**config.mk**
```make
export PLATFORM = sky130hd
export DESIGN_NAME = move_scheduler
export DESIGN_NICKNAME = d
export VERILOG_FILES = /design/src/rtl/tictactoe_pkg.sv /design/src/rtl/pos_check.sv /design/src/rtl/move_scheduler.sv
export SDC_FILE = /design/constraint.sdc
export NUM_CORES = 1
export LEC_CHECK = 0
export ABC_AREA = 1
export CORE_MARGIN = 1.5
export CORE_UTILIZATION = 54
export DETAILED_ROUTE_END_ITERATION = 12
export GPL_TIMING_DRIVEN = 0
export PLACE_DENSITY_LB_ADDON = 0.05
export SYNTH_ARGS = -nofsm -noshare
export SYNTH_HDL_FRONTEND = slang
export SYNTH_SLANG_ARGS = --single-unit
```
**constraint.sdc**
```tcl
create_clock -name clk -period 2.9 [get_ports clk]
set_input_delay 0.58 -clock clk [delete_from_list [all_inputs] [get_ports clk]]
set_output_delay 0.58 -clock clk [all_outputs]
set_load 0.01 [all_outputs]
```
**src/rtl/tictactoe_pkg.sv**
```systemverilog
// Shared types and constants for the tic-tac-toe turn controller and board datapath.
package tictactoe_pkg;

    localparam int POS_W = 9;

    typedef enum logic [2:0] {
        MS_START   = 3'd0,
        MS_WAIT_X  = 3'd1,
        MS_WAIT_O  = 3'd2,
        MS_CHECK   = 3'd3,
        MS_ISSUE   = 3'd4,
        MS_RELEASE = 3'd5,
        MS_DONE    = 3'd6
    } ms_state_t;

    localparam logic [1:0] ERR_NONE  = 2'b00;
    localparam logic [1:0] ERR_WRONG = 2'b01;
    localparam logic [1:0] ERR_POS   = 2'b10;
    localparam logic [1:0] ERR_BOTH  = 2'b11;

    localparam logic X_TILE = 1'b1;
    localparam logic O_TILE = 1'b0;

    // States in which a player holds the turn and the turn indicators are lit.
    function automatic logic in_turn(input ms_state_t s);
        return (s == MS_WAIT_X) || (s == MS_WAIT_O) || (s == MS_CHECK) ||
               (s == MS_ISSUE)  || (s == MS_RELEASE);
    endfunction

endpackage

```
**src/rtl/pos_check.sv**
```systemverilog
// Combinational legality test for a selected square: exactly one bit set and not occupied.
module pos_check
    import tictactoe_pkg::*;
(
    input  logic [POS_W-1:0] pos,
    input  logic [POS_W-1:0] occ,
    output logic             ok
);

    logic one_hot;

    // pos & (pos - 1) clears the lowest set bit; zero result with nonzero pos means one-hot.
    assign one_hot = (pos != '0) && ((pos & (pos - POS_W'(1))) == '0);
    assign ok      = one_hot && ((pos & occ) == '0);

endmodule

```
**src/rtl/move_scheduler.sv**
```systemverilog
// Turn controller: debounced-by-release button handling, move validation, valid/ready
// move issue to the board datapath, per-turn timeout and game-over lockout.
module move_scheduler
    import tictactoe_pkg::*;
#(
    parameter int TURN_TIMEOUT = 255,
    parameter int CNT_W        = 8
) (
    input  logic             clk,
    input  logic             reset,
    input  logic             buttonX,
    input  logic             buttonO,
    input  logic [POS_W-1:0] sel_pos,
    input  logic [POS_W-1:0] occ_square,
    input  logic             game_over,
    output logic             mv_valid,
    output logic [POS_W-1:0] mv_pos,
    output logic             mv_player,
    input  logic             mv_ready,
    output logic             turnX,
    output logic             turnO,
    output logic             err,
    output logic [1:0]       err_code,
    output logic             timeout
);

    localparam logic [CNT_W-1:0] CNT_LAST = CNT_W'(TURN_TIMEOUT - 1);

    ms_state_t        state_q, state_d;
    logic             player_q, player_d;
    logic [CNT_W-1:0] cnt_q, cnt_d;
    logic [POS_W-1:0] pos_q, pos_d;
    logic             retry_q, retry_d;

    logic             mv_valid_d, mv_player_d, turnX_d, turnO_d, err_d, timeout_d;
    logic [POS_W-1:0] mv_pos_d;
    logic [1:0]       err_code_d;

    logic own_press, other_press, pos_ok;

    assign own_press   = (player_q == X_TILE) ? buttonX : buttonO;
    assign other_press = (player_q == X_TILE) ? buttonO : buttonX;

    pos_check u_pos_check (
        .pos (pos_q),
        .occ (occ_square),
        .ok  (pos_ok)
    );

    always_comb begin
        // NOTE: every next-state value gets a default first so no path can infer a latch.
        state_d     = state_q;
        player_d    = player_q;
        cnt_d       = '0;
        pos_d       = pos_q;
        retry_d     = retry_q;
        mv_valid_d  = 1'b0;
        mv_pos_d    = mv_pos;
        mv_player_d = mv_player;
        err_d       = err;
        err_code_d  = err_code;
        timeout_d   = 1'b0;

        unique case (state_q)
            MS_START: state_d = MS_WAIT_X;

            MS_WAIT_X, MS_WAIT_O: begin
                cnt_d = (cnt_q == '1) ? cnt_q : cnt_q + CNT_W'(1);
                if (own_press && !other_press) begin
                    pos_d   = sel_pos;
                    state_d = MS_CHECK;
                end else if (cnt_q == CNT_LAST) begin
                    // Forfeit: an accepted press on the last cycle still wins over the timeout.
                    timeout_d = 1'b1;
                    player_d  = ~player_q;
                    retry_d   = 1'b0;
                    state_d   = MS_RELEASE;
                end else if (own_press && other_press) begin
                    err_d      = 1'b1;
                    err_code_d = ERR_BOTH;
                end else if (other_press) begin
                    err_d      = 1'b1;
                    err_code_d = ERR_WRONG;
                end
            end

            MS_CHECK: begin
                if (pos_ok) begin
                    mv_valid_d  = 1'b1;
                    mv_pos_d    = pos_q;
                    mv_player_d = player_q;
                    state_d     = MS_ISSUE;
                end else begin
                    err_d      = 1'b1;
                    err_code_d = ERR_POS;
                    retry_d    = 1'b1;
                    state_d    = MS_RELEASE;
                end
            end

            MS_ISSUE: begin
                if (mv_ready) begin
                    err_d      = 1'b0;
                    err_code_d = ERR_NONE;
                    player_d   = ~player_q;
                    retry_d    = 1'b0;
                    state_d    = MS_RELEASE;
                end else begin
                    mv_valid_d = 1'b1;
                end
            end

            MS_RELEASE: begin
                // Buttons must go low before another press can be seen.
                if (!buttonX && !buttonO) begin
                    retry_d = 1'b0;
                    if (game_over && !retry_q)
                        state_d = MS_DONE;
                    else
                        state_d = (player_q == X_TILE) ? MS_WAIT_X : MS_WAIT_O;
                end
            end

            MS_DONE: state_d = MS_DONE;

            default: state_d = MS_START;
        endcase

        turnX_d = in_turn(state_d) && (player_d == X_TILE);
        turnO_d = in_turn(state_d) && (player_d == O_TILE);
    end

    // NOTE: sequential state uses non-blocking assignments so all registers update together.
    always_ff @(posedge clk) begin
        if (reset) begin
            state_q   <= MS_START;
            player_q  <= X_TILE;
            cnt_q     <= '0;
            pos_q     <= '0;
            retry_q   <= 1'b0;
            mv_valid  <= 1'b0;
            mv_pos    <= '0;
            mv_player <= X_TILE;
            turnX     <= 1'b0;
            turnO     <= 1'b0;
            err       <= 1'b0;
            err_code  <= ERR_NONE;
            timeout   <= 1'b0;
        end else begin
            state_q   <= state_d;
            player_q  <= player_d;
            cnt_q     <= cnt_d;
            pos_q     <= pos_d;
            retry_q   <= retry_d;
            mv_valid  <= mv_valid_d;
            mv_pos    <= mv_pos_d;
            mv_player <= mv_player_d;
            turnX     <= turnX_d;
            turnO     <= turnO_d;
            err       <= err_d;
            err_code  <= err_code_d;
            timeout   <= timeout_d;
        end
    end

endmodule

```
==> results of run 1 <==
final timing paths:
| kind | start | end | slack (ps) | cells after the start |
|---|---|---|---|---|
| hold / removal | mv_pos[4]$_SDFFE_PP0P_ | mv_pos[4]$_SDFFE_PP0P_ | 450 | 2 |
| setup reg to reg | state_q[0]$_SDFF_PP0_ | err_code[1]$_SDFFE_PP0P_ | 1260 | 10 |
| hold reg to reg | mv_pos[4]$_SDFFE_PP0P_ | mv_pos[4]$_SDFFE_PP0P_ | 450 | 2 |
| setup / recovery | buttonO | turnO$_SDFF_PP0_ | 980 | 9 |
tightest hold or removal path, delay by kind of cell, from the launching register on:
family / cells / cell delay (ps)
flops: 1 / 320
buf+inv: 1 / 50
compound gates: 1 / 50
cell type report:
class,instances,area (um2)
plain buffers,5,30.0
clock buffers,7,45.0
clock inverters,1,5.00
fillers,305,928
inverters,45,171
multi-input cells,196,997
flip-flops and latches,39,781
well taps,46,57.6
repair buffers,40,400
cell families after synthesis:
kind of cell               after synthesis
and+or+nand+nor                        128
AOI/OAI and AO/OA                       62
buffers and inverters                   50
xor gates and xnor gates                 4
DFF                                     39
adders and majority gates                2
power groups by stage:
stage	Combinational (uW)	Sequential [uW]	Clock (uW)
2_1_floorplan	189	612	0
3_3_place_gp	283	612	0
3_5_place_dp	287	613	0
4_1_cts	288	601	272
5_1_grt	323	607	298
6_report	287	601	261
synthesized netlist by cell type:
cell,number,area share
nand2_1,52,0.099
inv_1,42,0.080
dfxtp_1,39,0.39
nor2_1,36,0.068
a21oi_1,25,0.063
o21ai_0,23,0.058
nand3_1,15,0.038
o21ai_1,8,0.020
nand2_2,5,0.016
nor2_4,5,0.028
buf_2,3,0.0076
nand4_1,3,0.0095
nor2_2,3,0.0095
nor3_1,3,0.0076
a31oi_1,2,0.0063
ha_1,2,0.013
inv_2,2,0.0038
nor3_2,2,0.010
xor2_1,2,0.0089
a211oi_1,1,0.0038
a21boi_0,1,0.0038
buf_1,1,0.0019
buf_6,1,0.0057
inv_4,1,0.0032
nand3b_1,1,0.0038
nand4_4,1,0.011
nor4_1,1,0.0032
o211ai_1,1,0.0038
o21bai_1,1,0.0038
or2_1,1,0.0032
xnor2_1,1,0.0044
xor2_2,1,0.0082
per-stage QoR:
step                worst slack [ps]  std cells  total power (uW)
floorplan                       1320        285               802
global placement                 639        371               896
detailed placement               629        371               901
CTS                              994        379              1160
global route                     864        379              1230
finish                           976        379              1150
flip-flops by register name, summed over array words and instances, names as in the netlist:
register and flops:
err_code 2, state_q 3, player_q 1, err 1
timeout 1, pos_q 9, mv_pos 9, retry_q 1
turnX 1, cnt_q 8, mv_player 1, mv_valid 1
turnO 1
routing by layer:
layer / part of all wire / up-vias / routed length, um
li1: - / 1004 / -
met2: 0.45 / 48 / 1850
met3: 0.057 / 8 / 233
met1: 0.48 / 834 / 1960
met4: 0.018 / 0 / 74
met5: 0 / - / 0
==> results.md, run 1 <==
* Clock share of power at 0.227
* Syn Nets at a little over 300
* Global-route wire length before repair at 7.05 mm
* Critical Path End Type: flop
* Port bufs at 40
* Final Util at 0.728
* Gate power share at 0.250
* Library cells used by synthesis at 32
* Most frequent cells in the layout: 52 x nand2_1, 42 x inv_1, 40 x clkdlybuf4s50_1, 39 x dfxtp_1, 36 x nor2_1
* Clock buffer depth at 2
* Clock Latency Late Sink at between 300 and 400 ps
* Clk sinks at 39
* Pre-Repair DR Iteration Count at 4
* Cell leakage power at 0.00103 uW
* Fin. max-slew vios at 0
* Initial antenna violation count at 0
* Setup fix buffers added after clock tree synthesis at 0
* Syn Std Cell Area at 1980 um2
* Combinational family with the most area after synthesis: simple AND/OR/NAND/NOR gates
* Total CTS buffers at 5
* Setup TNS at 0 ps
* Post-route cell area at between 2000 and 2500 um2
* Critical path arrival at roughly 2200 ps
* Total gr overflow at 0
* Area grow syn2layout at 25.7%
* Hold Fails Final Rpt at 0
* Top Ports at 41
* Mux contribution to synthesized area at 0
* Initial DRC count at 119
* Worst Skew at 2.72 ps
* Largest net degree at the start of global routing at 12
* Die H at 63.5 um
* CTS clk-pin slew, worst paths at 100 ps
* Resized Gates After CTS at 0
* Adder-cell share of the synthesized area at 0.0126
* Max stage delay on crit path at 530 ps
* H-tree depth at 2
* Die area at 4040 um2
* Wirelength per Cell at 10.9 um
* Clock root cell: clkbuf_4
* Commonest non-fill, non-tap cell in the layout: nand2_1
* Sequential-to-total area share from yosys stat at 0.394
* Met3 Usage GRT at 0.0554
* Max-Cap Viols at 0
* P_int at slightly below 800 uW
* Total global-route track usage at 0.225
* Post-DP HPWL at 3.22 mm
* Core Region at roughly 3400 um2
* Routing usage on met2 at 0.349
* Crit path launch type: input pin
* #FFs+latches synth at 39
* Final setup viols at 0
* Status: finished clean
* Pwr Density at 462 nW/um2
* Crit path top cell by count: o21ai_1
* Antenna-violating nets left at 0
* Initial core utilization at 0.579
* Number of global-route vias before repair at 1629
* Simple-gate portion of the synthesized area at 0.307
* Net Sw Power at about 360 uW
* Xor and xnor fraction of the mapped netlist area at 0.0215
* Global routing usage on met1 at 0.294
* Layout cell share with drive strength beyond 1 at 0.0901
* CP Cell Sequence: clkdlybuf4s50_1 > inv_1 > o21ai_1 > nor2_2 > nand2_2 > inv_2 > nor3_1 > o21ai_1 > nor2_1
* Residual DRC at 0
* Die width at approximately 64 um
* Final WL at 4.12 mm
* Placed inst area at about 2400 um2
* Tcrit/Tclk final at 0.663
* Site row count at 21
* Synth Area in Compound Gates at 0.163
* Grt peak-use layer: met2
* Slowest stage cell, crit path: clkdlybuf4s50_1
* Hold Crit Class: flop to flop
* Tmin final at 1920 ps
* Antenna Cells at 0
* Crit Path Class: input pin to flop
* Sw frac at 0.310
* Fin Hold WS at 451 ps
* Avg Cell Area, Syn at roughly 6.9 um2
* Achievable Freq at about 0.52 GHz
* Sequential Power Share at 0.523
* TritonCTS clock tree: done
* Post-Synthesis Cells at ~290
* Yosys warns at 0
* Relative slew slack at 0.708
* Worst VDD drop at roughly 290 uV
* Final #Nets at between 300 and 400
* RD Place Congestion at 0.854
* CTS Hold Bufs at 0
* WP buf/inv at 3
* Via count at 1894
* Worst path top cell family by delay: buffers and inverters
* CP required at about 3200 ps
* Worst Path Max Fanout at 6
* Avg Vias per Cell at roughly 5
* RSZ-0062 raised after global routing: no
* Slew @ Worst Pin at 438 ps
Power figures use the tool's default switching activity.
==> inputs of run 2 (changes only) <==
--- a/config.mk
+++ b/config.mk
@@ -7,7 +7,7 @@
 export LEC_CHECK = 0
 export ABC_AREA = 1
 export CORE_MARGIN = 1.5
-export CORE_UTILIZATION = 54
+export CORE_UTILIZATION = 46
 export DETAILED_ROUTE_END_ITERATION = 12
 export GPL_TIMING_DRIVEN = 0
 export PLACE_DENSITY_LB_ADDON = 0.05
==> constraint.sdc (replaced) <==
create_clock -name clk -period 1.65 [get_ports clk]
set_input_delay 0.33 -clock clk [delete_from_list [all_inputs] [get_ports clk]]
set_output_delay 0.33 -clock clk [all_outputs]
set_load 0.01 [all_outputs]
==> run 2 against run 1 <==
  * Sequential power grew 78%
  * Non-clock buffer count grew 3
  * Hold slack lost 7.8 ps
  * First-iteration DRC count shrank 28%
==> results.md, run 2 (same netlist as run 1, synthesis figures left out) <==
* Initial DRC count at 86
* Setup TNS at 0 ps
* Initial core utilization at 0.488
* Clk sinks at 39
* Global-route wire length before repair at 7.29 mm
* Die width at 68.6 um
* Tcrit/Tclk final at 0.941
* Relative slew slack at 0.812
* Final setup viols at 0
* Number of global-route vias before repair at 1715
* Initial antenna violation count at 0
* Post-route cell area at between 2000 and 3000 um2
* Largest net degree at the start of global routing at 12
* Crit path launch type: input pin
* Residual DRC at 0
* CTS Hold Bufs at 0
* Via count at 1922
* Clock Latency Late Sink at approximately 290 ps
* Clock buffer depth at 2
* Antenna Cells at 0
* Pwr Density at 842 nW/um2
* R2r startpoint: cnt_q[4]$_SDFFE_PP0P_
* Antenna-violating nets left at 0
* Most frequent cells in the layout: 48 x nand2_1, 41 x inv_1, 33 x nor2_1, 30 x clkdlybuf4s50_1, 28 x dfxtp_1
* Wirelength per Cell at 11.8 um
* Status: finished clean
* Post-layout worst setup margin at between 90 and 100 ps
* Hold Crit Class: flop to flop
* RSZ-0062 raised after global routing: yes
* Final #Nets at 361
* Hold Fails Final Rpt at 0
* Core Region at 4060 um2
* Clock root cell: clkbuf_8
* CP required at 1840 ps
* H-tree depth at 2
* Worst VDD drop at 599 uV
* Critical path arrival at 1740 ps
* Total CTS buffers at 5
* Site row count at 23
* Area grow syn2layout at 34.6%
* Achievable Freq at 0.644 GHz
* TritonCTS clock tree: done
* Reg2Reg Depth at 10
* Crit path launch: occ_square[6]
* Port bufs at 40
* Fill count at 385
* Critical Path End Type: flop
* Worst Path Max Fanout at 8
* Worst Skew at about 6.6 ps
* Hold Path Depth at 2
* Cell leakage power at between 0.001 and 0.0015 uW
* Crit Path Class: input pin to flop
* Total global-route track usage at 0.209
* Top Ports at 41
* Layout cell share with drive strength beyond 1 at 0.176
* Fin. max-slew vios at 0
* Pre-CTS WS at -418 ps
* Final Util at 0.656
* Slew @ Worst Pin at 280 ps
* Die H at 68.6 um
* Max-Cap Viols at 0
* Post-DP HPWL at 3.30 mm
* Die area at between 4000 and 5000 um2
* CTS clk-pin slew, worst paths at 80 ps
* RD Place Congestion at 0.839
* Commonest non-fill, non-tap cell in the layout: nand2_1
* Final WL at 4.52 mm
* Placed inst area at 2440 um2
* Pre-Repair DR Iteration Count at 5
* HP Start: mv_pos[2]$_SDFFE_PP0P_
* Largest registers: mv_pos (9), pos_q (9), cnt_q (8)
* Tmin final at 1550 ps
* Total gr overflow at 0
* Avg Vias per Cell at between 4 and 5
[run 2: metrics by stage]
step                      power [uW]  instances  hold slack (ps)
after floorplan                 1410        285              399
after global placement          1580        375              433
after detailed placement        1590        375              435
after CTS                       2240        382              447
after global routing            2380        385              470
final                           2240        385              443
[run 2: critical path, cell delays in order]
cell and delay, ps:
clkdlybuf4s50_1 410, nand2_1 70, nand2_1 50, inv_1 40
nand2_1 50, nor2_2 90, nand2_2 70, nor2_4 140
nand4_4 140, buf_6 170, o21ai_0 140, a21oi_1 50
[run 2: final timing paths]
kind / end / slack, ps
hold reg to reg: mv_pos[2]$_SDFFE_PP0P_ / 440
hold / removal: mv_pos[2]$_SDFFE_PP0P_ / 440
setup reg to reg: turnO$_SDFF_PP0_ / 110
setup / recovery: mv_pos[1]$_SDFFE_PP0P_ / 100
[run 2: layer usage]
metal | vias to the layer above | GRT usage | share of wire
li1 | 1018 | - | -
met1 | 850 | 0.258 | 0.45
met2 | 46 | 0.351 | 0.48
met3 | 8 | 0.0536 | 0.053
met4 | 0 | 0.0725 | 0.014
met5 | - | 0 | 0
[run 2: timing repair]
item / CTS / global route
resized for setup: 2 / 44
buffers inserted: 0 / 2
pin swaps: 2 / 14
gates cloned: 0 / 1
endpoints found under the setup margin: 2 / 27
[run 2: cell type report]
type	instances	area [um2]	share of cell area
tap	50	62.6	0.0235
timing repair buffer	43	452	0.170
sequential	39	800	0.300
clock inverter	1	5.00	0.00188
multi-input combinational	196	1050	0.396
buffer	5	33.8	0.0127
inverter	45	174	0.0653
clock buffer	6	82.6	0.0310
[run 2: report_power, final]
group / leakage, uW / internal (uW) / switching (uW)
combinational: 0.000840 / 238 / 287
clock: 0.0000470 / 328 / 326
sequential: 0.000322 / 1000 / 63.0
total: 0.00121 / 1570 / 676
==> inputs of run 3 (changes only) <==
--- a/config.mk
+++ b/config.mk
@@ -8,6 +8,7 @@
 export ABC_AREA = 1
 export CORE_MARGIN = 1.5
 export CORE_UTILIZATION = 46
+export CTS_BUF_LIST = sky130_fd_sc_hd__clkbuf_4 sky130_fd_sc_hd__clkbuf_8 sky130_fd_sc_hd__clkbuf_16
 export DETAILED_ROUTE_END_ITERATION = 12
 export GPL_TIMING_DRIVEN = 0
 export PLACE_DENSITY_LB_ADDON = 0.05
==> results of run 3 <==
Final layout, timing and power as in run 2 (identical DEF).
